[src/rtl/traffic_phase_fsm_pkg.sv]
// Shared phase encoding, lamp constants and decode helpers for the traffic
// phase sequencer.
package traffic_phase_fsm_pkg;

    typedef enum logic [2:0] {
        INIT_RED = 3'd0,
        A_GREEN  = 3'd1,
        A_YELLOW = 3'd2,
        AR_AB    = 3'd3,
        B_GREEN  = 3'd4,
        B_YELLOW = 3'd5,
        AR_BA    = 3'd6
    } phase_t;

    // Lamp encoding is {R,Y,G}, one-hot.
    localparam logic [2:0] RED = 3'b100;
    localparam logic [2:0] YEL = 3'b010;
    localparam logic [2:0] GRN = 3'b001;

    // Returns {light_a, light_b} for a phase; every non-green/yellow phase is all-red.
    function automatic logic [5:0] lamps(input phase_t p);
        logic [5:0] l;
        l = {RED, RED};
        case (p)
            A_GREEN:  l = {GRN, RED};
            A_YELLOW: l = {YEL, RED};
            B_GREEN:  l = {RED, GRN};
            B_YELLOW: l = {RED, YEL};
            default:  l = {RED, RED};
        endcase
        return l;
    endfunction

    function automatic logic is_green(input phase_t p);
        return (p == A_GREEN) || (p == B_GREEN);
    endfunction

endpackage

[src/rtl/sync_2ff.sv]
// Two-flop synchroniser for an asynchronous level input; both flops clear on reset.
module sync_2ff (
    input  logic clk,
    input  logic rst,
    input  logic d,
    output logic q
);

    logic meta;

    always_ff @(posedge clk or posedge rst) begin
        if (rst) begin
            meta <= 1'b0;
            q    <= 1'b0;
        end else begin
            meta <= d;
            q    <= meta;
        end
    end

endmodule

[src/rtl/traffic_phase_fsm.sv]
// Sequences roads A and B through green, yellow and all-red phases, arbitrating
// on the priority level and synchronised vehicle sensors with enforced timings.
module traffic_phase_fsm
    import traffic_phase_fsm_pkg::*;
#(
    parameter int GREEN_MIN   = 8,
    parameter int GREEN_MAX   = 32,
    parameter int YELLOW_TIME = 3,
    parameter int ALLRED_TIME = 2
) (
    input  logic       clk,
    input  logic       rst,
    input  logic       prio,        // priority level: 0 = road A preferred, 1 = road B
    input  logic       sensor_a,
    input  logic       sensor_b,
    output logic [2:0] light_a,
    output logic [2:0] light_b,
    output logic [2:0] phase,
    output logic       green_start
);

    localparam int TW = $clog2(GREEN_MAX + 1);

    localparam logic [TW-1:0] T_MIN = TW'(GREEN_MIN - 1);
    localparam logic [TW-1:0] T_MAX = TW'(GREEN_MAX - 1);
    localparam logic [TW-1:0] T_YEL = TW'(YELLOW_TIME - 1);
    localparam logic [TW-1:0] T_AR  = TW'(ALLRED_TIME - 1);

    phase_t        state;
    phase_t        state_nxt;
    logic [TW-1:0] timer;
    logic          sa_s;
    logic          sb_s;
    logic          a_swap;
    logic          b_swap;

    sync_2ff u_sync_a (
        .clk (clk),
        .rst (rst),
        .d   (sensor_a),
        .q   (sa_s)
    );

    sync_2ff u_sync_b (
        .clk (clk),
        .rst (rst),
        .d   (sensor_b),
        .q   (sb_s)
    );

    // A green is only released once min green is served and someone else has a claim.
    assign a_swap = (timer >= T_MIN) &&
                    (prio || (sb_s && !sa_s) || (sb_s && (timer == T_MAX)));
    assign b_swap = (timer >= T_MIN) &&
                    (!prio || (sa_s && !sb_s) || (sa_s && (timer == T_MAX)));

    always_comb begin
        state_nxt = state;
        case (state)
            INIT_RED: if (timer == T_AR)  state_nxt = prio ? B_GREEN : A_GREEN;
            A_GREEN:  if (a_swap)         state_nxt = A_YELLOW;
            A_YELLOW: if (timer == T_YEL) state_nxt = AR_AB;
            AR_AB:    if (timer == T_AR)  state_nxt = B_GREEN;
            B_GREEN:  if (b_swap)         state_nxt = B_YELLOW;
            B_YELLOW: if (timer == T_YEL) state_nxt = AR_BA;
            AR_BA:    if (timer == T_AR)  state_nxt = A_GREEN;
            default:                      state_nxt = INIT_RED;
        endcase
    end

    // Outputs are registered from the next state so they track the state register exactly.
    always_ff @(posedge clk or posedge rst) begin
        if (rst) begin
            state       <= INIT_RED;
            timer       <= '0;
            light_a     <= RED;
            light_b     <= RED;
            green_start <= 1'b0;
        end else begin
            state <= state_nxt;
            if (state_nxt != state) begin
                timer <= '0;
            end else if (timer != T_MAX) begin
                timer <= timer + TW'(1);
            end
            {light_a, light_b} <= lamps(state_nxt);
            green_start        <= (state_nxt != state) && is_green(state_nxt);
        end
    end

    assign phase = state;

endmodule
[config.mk]
export PLATFORM = sky130hd
export DESIGN_NAME = traffic_phase_fsm
export DESIGN_NICKNAME = d
export VERILOG_FILES = /design/src/rtl/traffic_phase_fsm_pkg.sv /design/src/rtl/sync_2ff.sv /design/src/rtl/traffic_phase_fsm.sv
export SDC_FILE = /design/constraint.sdc
export NUM_CORES = 1
export LEC_CHECK = 0
export CORE_ASPECT_RATIO = 0.75
export CORE_MARGIN = 4
export CORE_UTILIZATION = 40
export DETAILED_ROUTE_END_ITERATION = 10
export GPL_TIMING_DRIVEN = 0
export PLACE_DENSITY = 0.68
export RECOVER_POWER = 50
export SLEW_MARGIN = 20
export SYNTH_ARGS = -nofsm -noshare
export SYNTH_HDL_FRONTEND = slang
export SYNTH_HIERARCHICAL = 1
export SYNTH_SLANG_ARGS = --single-unit
[constraint.sdc]
create_clock -name clk -period 2.7 [get_ports clk]
set_input_delay 0.675 -clock clk [delete_from_list [all_inputs] [get_ports clk]]
set_output_delay 0.675 -clock clk [all_outputs]
set_load 0.02 [all_outputs]
== Yosys cells after proc, flatten, opt, wreduce, memory -nomap -nowiden ==
Cells that the tools add are included.

* Output and inout port bits: 10
* Input bits: 5
* Bits in registers: 20
* Logic and storage cells: 55

* Multiplexer cells: 12
* Reductions and logical operators: 17
* Equality and inequality tests: 15
* Add/subtract/negate cells: 1
* $lt $le $gt $ge: 1

{| class="wikitable"
|+ Operators with widths
! operator !! count
|-
| $mux 3 || 8
|-
| $pmux 6 s4 || 1
|-
| $pmux 3 s7 || 1
|-
| $eq 3x3->1 const B || 5
|-
| $mux 6 || 2
|-
| $eq 3x2->1 const B || 3
|-
| $logic_and 1x1->1 || 7
|-
| $add 6x1->6 const B || 1
|-
| $eq 3x1->1 const B || 2
|-
| $eq 6x1->1 const B || 1
|-
| $eq 6x2->1 const B || 1
|-
| $eq 6x5->1 const B || 1
|-
| $ge 6x3->1 const B || 1
|-
| $ne 6x5->1 const B || 1
|-
| $logic_or 1x1->1 || 5
|-
| $logic_not 1->1 || 3
|-
| $logic_not 3->1 || 1
|-
| $ne 3x3->1 || 1
|-
| $reduce_bool 2->1 || 1
|}

== Logic depth before layout (Yosys ltp) ==
Gate-level depths: netlist of the first run.

* Depth in word-level cells: 10
* Mapped depth: 9
* Mapped depth without buffers: 8

== Hierarchy ==
The synthesis of the first run kept the hierarchy.

{| class="wikitable"
|+ Modules (own cells, without submodules)
! module !! instances !! area an instance (um^2) !! cells each !! sequential area each (um^2)
|-
| traffic_phase_fsm || 1 || 1081.0 || 105 || 402.9
|-
| sync_2ff || 2 || 53.8 || 3 || 50.0
|}

== Least setup slack after synthesis of the first run ==
No wires, ideal clock.

* Path type: register -> register
* From: reg timer[1]
* To: reg timer[4]
* Path buffers: 1
* Cell stages (with the launch flop): 9
* Library setup time: 0.141 ns
* Clock period less this slack: 2.120 ns
* Slack: 0.580 ns
* Required time: 2.559 ns
* Arrival time: 1.979 ns
* Cells stage by stage: dfrtp_1 inv_1 ha_1 clkbuf_1 or3b_1 a211oi_1 a311oi_2 a211oi_4 nor4_1

* Longest elaborated chain between the ends: 8
* Elaborated cells on any way between the ends: 24
* Classes of those cells: add/sub: 1; order compare: 1; eq/ne: 5; mux: 10; reduce/logical: 7

{| class="wikitable"
|+ Ends and longest elaborated chain
! element !! line !! source
|-
| start: declaration || traffic_phase_fsm.sv:31 || <nowiki>logic [TW-1:0] timer;</nowiki>
|-
| start signal: assignment || traffic_phase_fsm.sv:84 || <nowiki>timer <= timer + TW'(1);</nowiki>
|-
| branches (longest 8 deep; another with $ge 6x3->1) || n/a ||
|}

Several ways; the timed one is not identified. The select of a mux whose other input is x is not followed.
A chain may end at the register's enable or synchronous reset.

== Worst setup path in the final report of the first run ==
* From: in prio
* To: reg timer[4]

* Longest elaborated chain between the ends: 8
* Elaborated cells on any way between the ends: 15
* Classes of those cells: eq/ne: 1; mux: 6; reduce/logical: 8

{| class="wikitable"
|+ Ends and longest elaborated chain
! element !! line !! source
|-
| start: declaration || traffic_phase_fsm.sv:13 || <nowiki>input logic prio,</nowiki>
|-
| $logic_not 1->1 || traffic_phase_fsm.sv:55 || <nowiki>(!prio || (sa_s && !sb_s) || (sa_s && (timer == T_MAX)));</nowiki>
|-
| $logic_or 1x1->1 (2 in series) || traffic_phase_fsm.sv:55 ||
|-
| $logic_and 1x1->1 || traffic_phase_fsm.sv:54 || <nowiki>assign b_swap = (timer >= T_MIN) &&</nowiki>
|-
| $mux 3 || traffic_phase_fsm.sv:64 || <nowiki>B_GREEN: if (b_swap) state_nxt = B_YELLOW;</nowiki>
|-
| $pmux 3 s7 (*) || traffic_phase_fsm.sv:59 || <nowiki>case (state)</nowiki>
|-
| $ne 3x3->1 (*) || traffic_phase_fsm.sv:81 || <nowiki>if (state_nxt != state) begin</nowiki>
|-
| $mux 6 / $reduce_bool 2->1 (equally long branches) || n/a ||
|}

Every way passes the cells marked *; elsewhere a longest branch is shown, timed or not.

==> out/qor.csv, run 1 <==
stage,metric,value,unit
outcome,status,completed,
place,half_perimeter_wire_length_after_placement,1959,µm
final_layout,final_layout_size_suffix_gt1_frac,0.1938,
clocking,post-cts-setup-buffers,0,
timing,clock.fmax,412.0,MHz
setup_path,worstPathCellList,"clkdlybuf4s50_1, nor2b_1, a2111oi_0, a21oi_1, nand2_1, nor4_1",
drt,detail-route-antenna-nets,0,
die,die_x,70.95,µm
setup_path,crit_family,compound AO/OA/AOI/OAI gates,
drt,drt_iter0_drc,108,
synth,ys_seq_area_frac,0.4232,
grt,grt_pass1_vias,917,
synth,synthTopCellsByArea,"sky130_fd_sc_hd__dfrtp_1 (38%), sky130_fd_sc_hd__a2111oi_4 (4.6%), sky130_fd_sc_hd__dfstp_2 (4.4%)",
drt,route.vias.total,925,
setup_path,timing.critical_path.slowest_cell_delay,0.58,ns
pwr,irDropWorstVdd,400.5,µV
die,die_area,3917,µm²
setup_path,required,2.83,ns
drt,vias_per_cell,5.606,
final_layout,fillCellCount,250,
synth,synth.top_cells.by_count,"sky130_fd_sc_hd__dfrtp_1 (18), sky130_fd_sc_hd__inv_1 (10), sky130_fd_sc_hd__nand2_1 (8)",
timing,unrepaired_setup_endpoints_after_global_routing,false,
timing,finalHoldViolCount,0,
timing,period_share,0.8989,
pwr,cellInternalPower,0.9521,mW
clocking,level_count_of_the_clock_h_tree,1,
clocking,longest_clk_path_bufs,2,
pwr,netSwitchingFraction,0.4066,
synth,syn-instance-count,111,
pwr,combPwrFrac,0.526,
synth,number_of_warnings_reported_in_the_yosys_synthesis_log,6,
die,initial_utilization,0.4366,
grt,grt_first_pass_wirelength,4512,µm
synth,postSynthNetCount,119,
min_path,worstHoldPathType,flop to flop,
pwr,clock_power_share,0.189,
timing,timing.final.max_slew_violations,0,
timing,setup_total_negative_slack,0,ns
synth,synth_area_leader_cell,sky130_fd_sc_hd__dfrtp_1,
drt,dr_wl_cell,15.61,µm
clocking,cts.root.buffer_cell,sky130_fd_sc_hd__clkbuf_8,
timing,finalWorstSetupSlack,0.2731,ns
final_layout,nets,138,
synth,synth_cell_type_count,51,
grt,antenna_found_initial,0,
final_layout,areaGrowthSynthToFinish,21.16,%
clocking,cts_resized,0,
setup_path,critPathArrivalTime,2.56,ns
clocking,tritoncts_clock_tree,done,
timing,setup_viol_count_final,0,
place,placed_cells_incl_taps,161,
die,placement_rows,16,
timing,finalWorstPathRequiredPeriod,2.427,ns
pwr,p_leak,0.6295,nW
drt,drcViolationCount,0,
setup_path,path_class,input pin to flop,
synth,synth.top_cell.area_share,0.3789,
drt,drt_wl_total,2575,µm
synth,yosysMostFrequentCell,sky130_fd_sc_hd__dfrtp_1,
pwr,cellPowerDensity,1114,nW/µm²
timing,worst_slew_margin_rel,0.5642,
timing,timing.clock.skew,0.004744,ns
clocking,cts_bufs_inserted,3,
synth,syn-mean-instance-area,10.71,µm²
clocking,clkSlewWorstSetupHoldPaths,0.08,ns
setup_path,worst_setup_path_end_kind,flop,
place,dpl_worst_slack,0.006867,ns
pwr,share_seq_of_total_power,0.285,
final_layout,layout_cells_excl_fill,165,
synth,async_reset_ff_frac,1.000,
job,drv.max_cap_violation_count,0,
grt,globalRouteOverflowTotal,0,
die,io_pins,15,
setup_path,worst_path_max_delay_cell,sky130_fd_sc_hd__clkdlybuf4s50_1,
die,die_height,55.21,µm
setup_path,crit_fanout,6,
pwr,fin_total_pwr,1.604,mW
timing,worst_pin_slew,0.6509,ns
clocking,clock_sinks,20,
die,core,2723,µm²
final_layout,utilization,0.5290,
place,port-buffer-count,14,
setup_path,start_kind,input pin,
place,gpl.final_weighted_congestion,0.8238,
grt,grt_max_degree,17,
setup_path,worstPathBufferInverterCount,1,
final_layout,antennaDiodeCount,0,
synth,synth.ff_latch_count,20,
synth,synth-edff-count,0,
clocking,cts-hold-fix-buffers,0,
drt,drt_pre_antenna_iters,4,
grt,gr-usage-all-layers,0.1471,
clocking,clk-insertion-delay-late,0.26,ns
synth,synth_area,1189,µm²
synth,ys_dominant_reg_cell,sky130_fd_sc_hd__dfrtp_1,
pwr,power.switching,0.6523,mW
## layout by cell type (no fill, tap or decap), types with 2 or more instances in the layout
master / instances
sky130_fd_sc_hd__nor3_2: 3
sky130_fd_sc_hd__or4_1: 2
sky130_fd_sc_hd__clkdlybuf4s50_1: 11
sky130_fd_sc_hd__inv_1: 10
sky130_fd_sc_hd__ha_1: 3
sky130_fd_sc_hd__a2111oi_4: 2
sky130_fd_sc_hd__dlygate4sd3_1: 3
sky130_fd_sc_hd__nand2_1: 8
sky130_fd_sc_hd__a21oi_1: 6
sky130_fd_sc_hd__buf_2: 2
sky130_fd_sc_hd__o21ai_0: 2
sky130_fd_sc_hd__dfstp_2: 2
sky130_fd_sc_hd__a21o_1: 3
sky130_fd_sc_hd__clkbuf_8: 3
sky130_fd_sc_hd__a2111oi_2: 2
sky130_fd_sc_hd__nor3_1: 5
sky130_fd_sc_hd__nand3_1: 2
sky130_fd_sc_hd__o211ai_1: 2
sky130_fd_sc_hd__a211oi_1: 3
sky130_fd_sc_hd__nor2_1: 4
sky130_fd_sc_hd__dfrtp_1: 18
## registers in the layout (all words and copies together), names as in the netlist
signal	count
light_b	3
timer	6
light_a	3
u_sync_a/meta	1
u_sync_a/q	1
u_sync_b/q	1
u_sync_b/meta	1
phase	3
green_start	1
## metal layers
layer,part of all wire,track usage
met5,0,0
met4,0.0082,0.04021
met3,0.086,0.06522
met2,0.42,0.2061
met1,0.48,0.2048
## worst reg2reg max path: cells and delay by family, from the launching register on
kind	cells	cell delay (ns)
buffers and inverters	2	0.33
adders and majority gates	1	0.15
DFF	1	0.43
and+or+nand+nor	2	0.50
AOI/OAI and AO/OA	3	0.85
## through the flow
step,instance area (µm²),hold slack [ns]
after global routing,1440,0.3705
after global placement,1374,0.3334
after floorplan,1189,0.3312
after CTS,1445,0.3595
final,1440,0.3568
after detailed placement,1374,0.3418
## area by class of cell
type	count	area, µm²	area share
Clock buffer	3	41.29	0.02867
Inverter	11	41.29	0.02867
Timing Repair Buffer	14	140.1	0.09731
Clock inverter	1	30.03	0.02085
Buffer	5	28.78	0.01998
Tap cell	36	45.04	0.03128
Multi-Input combinational cell	75	610.6	0.4240
Sequential cell	20	503.0	0.3493
## power groups by stage
stage | combinational, mW | clock (mW) | sequential, mW
floorplan | 0.571 | 0 | 0.510
global placement | 0.824 | 0 | 0.461
detailed placement | 0.846 | 0 | 0.463
CTS | 0.848 | 0.311 | 0.457
global route | 0.915 | 0.324 | 0.468
finish | 0.844 | 0.304 | 0.457
## worst paths after layout
kind	start	endpoint	slack, ns	depth (start not counted)
max	prio	timer[4]$_DFFE_PP0P_	0.27	6
min	u_sync_a/meta$_DFF_PP0_	u_sync_a/q$_DFF_PP0_	0.36	0
max reg2reg	timer[1]$_DFFE_PP0P_	timer[4]$_DFFE_PP0P_	0.29	8
min reg2reg	u_sync_a/meta$_DFF_PP0_	u_sync_a/q$_DFF_PP0_	0.36	0
max in group asynchronous	rst	phase[2]$_DFF_PP0_	1.31	2
min in group asynchronous	rst	u_sync_a/meta$_DFF_PP0_	0.74	2
## logic make-up (layout without fill, tap and decap cells)
family                     after synthesis  in the layout  share of synthesized area
AOI/OAI and AO/OA                       30             30                     0.2474
DFF                                     20             20                     0.4232
and+or+nand+nor                         39             39                     0.2158
muxes                                    1              1                   0.008421
xor gates and xnor gates                 2              2                    0.01474
adders and majority gates                3              3                    0.03158
buffers and inverters                   16             34                    0.05894
No activity file was read; power rests on OpenSTA's default activity.
==> inputs of run 2 (changes only) <==
ABC_AREA = 1   (was not set)
SLEW_MARGIN = not set   (was 20)
==> run 2 against run 1 <==
Against the previous run: core utilization shrank 0.14 points; power down 2.7%; register-to-register slack gained 0.57 ns; first-iteration DRC count shrank 45%; via count is 9.7% higher; final cell count is 25% higher.
==> out/qor.csv, run 2 <==
stage,metric,value,unit,change
die,initial_utilization,0.4393,,+0.002757
timing,finalWorstPathRequiredPeriod,2.176,ns,-0.2506 ns
synth,ys_seq_area_frac,0.4205,,-0.002656
outcome,status,completed,,
drt,vias_per_cell,4.903,,-13%
setup_path,crit_fanout,5,,-1
pwr,p_leak,0.7330,nW,+16%
grt,gr-usage-all-layers,0.1326,,-0.01448
timing,setup_viol_count_final,0,,unchanged
clocking,longest_clk_path_bufs,2,,unchanged
timing,setup_total_negative_slack,0,ns,unchanged
drt,drcViolationCount,0,,unchanged
synth,syn-instance-count,153,,+38%
clocking,post-cts-setup-buffers,0,,unchanged
place,dpl_worst_slack,0.3764,ns,+0.3695 ns
synth,synth.top_cells.by_count,"sky130_fd_sc_hd__nand2_1 (30), sky130_fd_sc_hd__inv_1 (26), sky130_fd_sc_hd__nor2_1 (19)",,
die,placement_rows,16,,unchanged
synth,yosysMostFrequentCell,sky130_fd_sc_hd__nand2_1,,
setup_path,r2r_slack,0.86,ns,+0.57 ns
min_path,worstHoldPathType,flop to flop,,
synth,synth.top_cell.area_share,0.3766,,-0.002378
setup_path,critPathArrivalTime,2.33,ns,-0.23 ns
final_layout,final_design_area_no_fill,1436,µm²,-0.26%
timing,finalWorstSetupSlack,0.5237,ns,+0.2506 ns
timing,finalHoldViolCount,0,,unchanged
synth,async_reset_ff_frac,1.000,,unchanged
place,gpl.final_weighted_congestion,0.9838,,+19%
pwr,cellPowerDensity,1087,nW/µm²,-2.4%
clocking,tritoncts_clock_tree,done,,
die,die_height,55.36,µm,+0.26%
grt,grt_pass1_vias,972,,+6.0%
final_layout,fillCellCount,264,,+5.6%
drt,drt_wl_total,2461,µm,-4.4%
final_layout,layout_cells_excl_fill,207,,+25%
setup_path,path_class,input pin to flop,,
timing,worst_slew_margin_rel,0.5957,,+0.03156
clocking,clkSlewWorstSetupHoldPaths,0.07,ns,about the same
setup_path,required,2.86,ns,+0.03 ns
final_layout,largest_register_ffs,6,,unchanged
place,placed_area,1381,µm²,+0.55%
final_layout,utilization,0.5276,,-0.001378
grt,grt_max_degree,17,,unchanged
clocking,cts_bufs_inserted,3,,unchanged
timing,timing.clock.skew,0.005230,ns,+0.0004862 ns
final_layout,areaGrowthSynthToFinish,20.08,%,
grt,antenna_found_initial,0,,unchanged
timing,worst_pin_slew,0.6058,ns,-0.04513 ns
synth,postSynthNetCount,161,,+35%
final_layout,final_layout_size_suffix_gt1_frac,0.1930,,-0.0008160
synth,synth_area,1196,µm²,+0.63%
grt,grt_first_pass_wirelength,4209,µm,-6.7%
synth,synth_cell_type_count,25,,-51%
synth,synth-edff-count,0,,unchanged
setup_path,worst_setup_path_end_kind,flop,,
clocking,clk-insertion-delay-late,0.26,ns,about the same
place,placed_cells_incl_taps,203,,+26%
final_layout,mostFrequentLayoutCells,"sky130_fd_sc_hd__nand2_1 (30), sky130_fd_sc_hd__inv_1 (26), sky130_fd_sc_hd__nor2_1 (19)",,
drt,detail-route-antenna-nets,0,,unchanged
clocking,cts-hold-fix-buffers,0,,unchanged
clocking,level_count_of_the_clock_h_tree,1,,unchanged
min_path,hold_start,u_sync_a/meta$_DFF_PP0_,,
timing,timing.final.max_slew_violations,0,,unchanged
die,io_pins,15,,unchanged
final_layout,top_register,timer,,
setup_path,regToRegStartpoint,timer[0]$_DFFE_PP0P_,,
final_layout,final_common_cell,sky130_fd_sc_hd__nand2_1,,
timing,clock.fmax,459.5,MHz,+12%
final_layout,antennaDiodeCount,0,,unchanged
synth,synth_area_leader_cell,sky130_fd_sc_hd__dfrtp_1,,
drt,dr_wl_cell,11.89,µm,-24%
die,die_x,71.15,µm,+0.28%
grt,globalRouteOverflowTotal,0,,unchanged
clocking,clock_sinks,20,,unchanged
synth,synthTopCellsByArea,"sky130_fd_sc_hd__dfrtp_1 (38%), sky130_fd_sc_hd__nand2_1 (9.4%), sky130_fd_sc_hd__inv_1 (8.2%)",,
synth,ys_dominant_reg_cell,sky130_fd_sc_hd__dfrtp_1,,
setup_path,start_kind,input pin,,
synth,synth.ff_latch_count,20,,unchanged
job,drv.max_cap_violation_count,0,,unchanged
timing,whs,0.3538,ns,-0.002975 ns
clocking,cts_resized,0,,unchanged
die,core,2723,µm²,unchanged
timing,period_share,0.8060,,-0.09282
drt,drt_pre_antenna_iters,4,,unchanged
synth,syn-mean-instance-area,7.818,µm²,-27%
clocking,cts.root.buffer_cell,sky130_fd_sc_hd__clkbuf_8,,
place,half_perimeter_wire_length_after_placement,1978,µm,+0.97%
drt,drt_iter0_drc,59,,-45%
place,port-buffer-count,14,,unchanged
pwr,irDropWorstVdd,506.3,µV,+26%
synth,number_of_warnings_reported_in_the_yosys_synthesis_log,6,,unchanged
drt,route.vias.total,1015,,+9.7%
setup_path,critical_path.startpoint,prio,,
die,die_area,3938,µm²,+0.55%
timing,unrepaired_setup_endpoints_after_global_routing,false,,
pwr,fin_total_pwr,1.561,mW,-2.7%
final_layout,nets,180,,+30%
==> run 2: kinds of logic (layout without fill, tap and decap cells) <==
family	after synthesis	after routing	synth area share
fa+ha+maj	3	3	0.03138
xor+xnor	1	1	0.007324
buf+inv	29	47	0.09728
compound gates	12	12	0.06486
flops	20	20	0.4205
simple gates	88	88	0.3787
==> run 2: worst max-delay path, stage by stage <==
cell                            delay (ns)
sky130_fd_sc_hd__dlygate4sd3_1        0.67
sky130_fd_sc_hd__inv_1                0.11
sky130_fd_sc_hd__nand3_1              0.10
sky130_fd_sc_hd__nand2_1              0.05
sky130_fd_sc_hd__nand2_1              0.05
sky130_fd_sc_hd__nand2_1              0.04
sky130_fd_sc_hd__nor2_1               0.14
sky130_fd_sc_hd__nand3_2              0.15
sky130_fd_sc_hd__nand3_1              0.16
sky130_fd_sc_hd__nand2_1              0.08
sky130_fd_sc_hd__nand2_2              0.06
sky130_fd_sc_hd__inv_2                0.03
==> run 2: final timing paths <==
| kind | end | cells past startpoint |
|---|---|---|
| max | green_start$_DFF_PP0_ | 12 |
| min | u_sync_a/q$_DFF_PP0_ | 0 |
| max reg2reg | green_start$_DFF_PP0_ | 12 |
| min reg2reg | u_sync_a/q$_DFF_PP0_ | 0 |
| max in group asynchronous | light_a[1]$_DFF_PP0_ | 2 |
| min in group asynchronous | u_sync_a/meta$_DFF_PP0_ | 2 |
==> run 2: cell type report <==
type / instances / area [µm²] / area share
multi-input cells: 104 / 576.8 / 0.4016
flip-flops and latches: 20 / 503.0 / 0.3502
repair buffers: 14 / 140.1 / 0.09756
inverters: 28 / 105.1 / 0.07317
clock buffers: 4 / 55.05 / 0.03833
well taps: 36 / 45.04 / 0.03136
plain buffers: 1 / 11.26 / 0.007840
==> run 2: layer usage <==
| metal | vias up | part of all wire | global-route usage |
|---|---|---|---|
| met3 | 5 | 0.052 | 0.03986 |
| met1 | 474 | 0.46 | 0.1806 |
| met5 | - | 0 | 0 |
| met4 | 0 | 0.011 | 0.03753 |
| met2 | 26 | 0.48 | 0.2029 |
| li1 | 510 | - | - |
==> run 2: report_power, final <==
part / internal, mW / total, mW / switching, mW / leakage, nW
sequential: 0.390 / 0.462 / 0.0721 / 0.253
combinational: 0.322 / 0.877 / 0.555 / 0.451
clock: 0.130 / 0.222 / 0.0924 / 0.0288
total: 0.842 / 1.56 / 0.719 / 0.733
==> inputs of run 3 (changes only) <==
PLACE_DENSITY = 0.7   (was 0.68)
clock period = 1.9 ns   (was 2.7 ns; I/O delays follow)
==> run 3 against run 2 <==
Against the previous run: first-iteration DRC count is 42% higher; worst setup slack worse by 0.48 ns; routed wire length is 1.3% lower; highest routed layer unchanged; core utilization is 1.1 points higher; sequential power is 43% higher; hold slack worse by 0.0025 ns; sequential share of layout area is 0.58 points lower; clock skew is 0.0013 ns lower; clock power is 91% higher; power is 50% higher; clock-buffer cell count is 1 lower; final cell count stayed put.
==> out/qor.csv, run 3 (synthesis gave the netlist of run 2 again) <==
stage,metric,value,unit,change
timing,finalWorstSetupSlack,0.04627,ns,-0.4774 ns
pwr,combPwrFrac,0.536,,-0.026
clocking,tritoncts_clock_tree,done,,
clocking,cts_resized,0,,unchanged
timing,finalWorstPathRequiredPeriod,1.854,ns,
die,core,2723,µm²,unchanged
clocking,cts-hold-fix-buffers,0,,unchanged
timing,worst_slew_margin_rel,0.5842,,-0.01152
timing,worst_pin_slew,0.6230,ns,+0.01726 ns
final_layout,mostFrequentLayoutCells,"sky130_fd_sc_hd__nand2_1 (30), sky130_fd_sc_hd__inv_1 (26), sky130_fd_sc_hd__nor2_1 (19)",,
setup_path,worstPathCellList,clkdlybuf4s50_1,,
final_layout,final_common_cell,sky130_fd_sc_hd__nand2_1,,
clocking,cts.root.buffer_cell,sky130_fd_sc_hd__clkbuf_8,,
setup_path,worst_path_max_delay_cell,sky130_fd_sc_hd__clkdlybuf4s50_1,,
grt,grt_pass1_vias,954,,-1.9%
final_layout,fillCellCount,264,,unchanged
setup_path,required,1.42,ns,-1.44 ns
timing,clock.fmax,539.5,MHz,
drt,drt_pre_antenna_iters,4,,unchanged
grt,gr-usage-all-layers,0.1316,,-0.001004
clocking,longest_clk_path_bufs,2,,unchanged
grt,antenna_found_initial,0,,unchanged
min_path,worstHoldPathType,flop to flop,,
final_layout,final_design_area_no_fill,1468,µm²,+2.2%
setup_path,worstPathBufferInverterCount,1,,-2
pwr,share_seq_of_total_power,0.282,,-0.014
final_layout,top_register,timer,,
drt,drt_iter0_drc,84,,+42%
drt,route.vias.total,996,,-1.9%
timing,timing.clock.skew,0.003938,ns,-0.001292 ns
clocking,clock_sinks,20,,unchanged
die,die_x,71.15,µm,unchanged
setup_path,start_kind,flop,,
setup_path,timing.critical_path.slowest_cell_delay,0.60,ns,-0.07 ns
clocking,cts_bufs_inserted,3,,unchanged
timing,setup_viol_count_final,0,,unchanged
pwr,cellInternalPower,1.305,mW,+55%
outcome,status,completed,,
final_layout,final_layout_size_suffix_gt1_frac,0.2047,,+0.01170
final_layout,antennaDiodeCount,0,,unchanged
job,drv.max_cap_violation_count,0,,unchanged
drt,dr_wl_cell,11.74,µm,-1.3%
final_layout,areaGrowthSynthToFinish,22.70,%,
place,dpl_worst_slack,-0.1760,ns,-0.5524 ns
clocking,post-cts-setup-buffers,0,,unchanged
min_path,min_delay_path_depth,0,,unchanged
die,die_area,3938,µm²,unchanged
final_layout,nets,180,,unchanged
timing,timing.final.max_slew_violations,0,,unchanged
drt,drcViolationCount,0,,unchanged
setup_path,crit_family,buffers and inverters,,
place,placed_area,1381,µm²,unchanged
setup_path,crit_fanout,1,,-4
grt,grt_first_pass_wirelength,4167,µm,-1.0%
timing,finalHoldViolCount,0,,unchanged
die,initial_utilization,0.4393,,unchanged
place,port-buffer-count,14,,unchanged
timing,setup_total_negative_slack,0,ns,unchanged
drt,drt_wl_total,2430,µm,-1.3%
pwr,power.switching,1.039,mW,+45%
place,half_perimeter_wire_length_after_placement,1895,µm,-4.2%
grt,grt_max_degree,17,,unchanged
setup_path,worst_setup_path_end_kind,output port,,
drt,vias_per_cell,4.812,,-1.9%
setup_path,path_class,flop to output port,,
die,placement_rows,16,,unchanged
die,io_pins,15,,unchanged
clocking,clk-insertion-delay-late,0.26,ns,about the same
drt,detail-route-antenna-nets,0,,unchanged
grt,globalRouteOverflowTotal,0,,unchanged
setup_path,critPathArrivalTime,1.38,ns,-0.95 ns
clocking,clkSlewWorstSetupHoldPaths,0.08,ns,about the same
setup_path,cp.depth,1,,-11
final_layout,largest_register_ffs,6,,unchanged
setup_path,timing.reg2reg.worst_path_depth,12,,unchanged
clocking,level_count_of_the_clock_h_tree,1,,unchanged
timing,period_share,0.9756,,
pwr,irDropWorstVdd,763.6,µV,+51%
place,gpl.final_weighted_congestion,0.9389,,-4.6%
pwr,cellPowerDensity,1597,nW/µm²,+47%
pwr,clock_power_share,0.181,,+0.039
timing,unrepaired_setup_endpoints_after_global_routing,false,,
die,die_height,55.36,µm,unchanged
pwr,netSwitchingFraction,0.4434,,-0.01722
pwr,p_leak,0.7654,nW,+4.4%
## run 3: cell count changes in the layout (fill, tap and decap cells not counted)
cell / delta
sky130_fd_sc_hd__a21oi_4: +1
sky130_fd_sc_hd__a21oi_2: -1
sky130_fd_sc_hd__dfrtp_2: +2
sky130_fd_sc_hd__clkdlybuf4s50_1: -1
sky130_fd_sc_hd__dlymetal6s2s_1: +2
sky130_fd_sc_hd__dfrtp_1: -2
sky130_fd_sc_hd__clkbuf_8: -1
sky130_fd_sc_hd__bufinv_16: +1
sky130_fd_sc_hd__dlygate4sd3_1: -1
## run 3: path summary, 6_finish.rpt
check	startpoint	to	slack, ns
setup / recovery	light_a[2]$_DFF_PP1_	light_a[2]	0.05
hold / removal	u_sync_a/meta$_DFF_PP0_	u_sync_a/q$_DFF_PP0_	0.35
setup reg to reg	timer[0]$_DFFE_PP0P_	green_start$_DFF_PP0_	0.11
hold reg to reg	u_sync_a/meta$_DFF_PP0_	u_sync_a/q$_DFF_PP0_	0.35
max in group asynchronous	rst	timer[1]$_DFFE_PP0P_	0.70
min in group asynchronous	rst	u_sync_a/q$_DFF_PP0_	0.53
## run 3: metal layers
layer	share of wire	track usage	vias to the layer above
met2	0.46	0.2016	21
met1	0.48	0.1728	462
li1	-	-	508
met3	0.049	0.04529	5
met5	0	0	-
met4	0.011	0.04290	0
## run 3: power groups by stage
| stage | clock network [mW] | registers [mW] | logic, mW |
|---|---|---|---|
| after detailed placement | 0 | 0.667 | 1.23 |
| after floorplan | 0 | 0.739 | 0.820 |
| after global routing | 0.450 | 0.675 | 1.39 |
| after global placement | 0 | 0.658 | 1.21 |
| after CTS | 0.439 | 0.658 | 1.24 |
| final | 0.425 | 0.662 | 1.26 |
## run 3: stage by stage
stage,hold slack [ns],utilization,power [mW],std cells
2_1_floorplan,0.2162,-,1.559,153
3_3_place_gp,0.3334,0.5074,1.873,203
3_5_place_dp,0.3356,0.5074,1.900,203
4_1_cts,0.3551,0.5335,2.338,207
5_1_grt,0.3619,0.5391,2.517,207
6_report,0.3514,0.5391,2.344,207
## run 3: layout make-up
type | count | area, µm² | area share
Clock inverter | 1 | 30.03 | 0.02046
Clock buffer | 3 | 41.29 | 0.02813
Tap cell | 36 | 45.04 | 0.03069
Multi-Input combinational cell | 104 | 584.3 | 0.3981
Buffer | 1 | 11.26 | 0.007673
Sequential cell | 20 | 505.5 | 0.3444
Inverter | 28 | 105.1 | 0.07161
Timing Repair Buffer | 14 | 145.1 | 0.09889
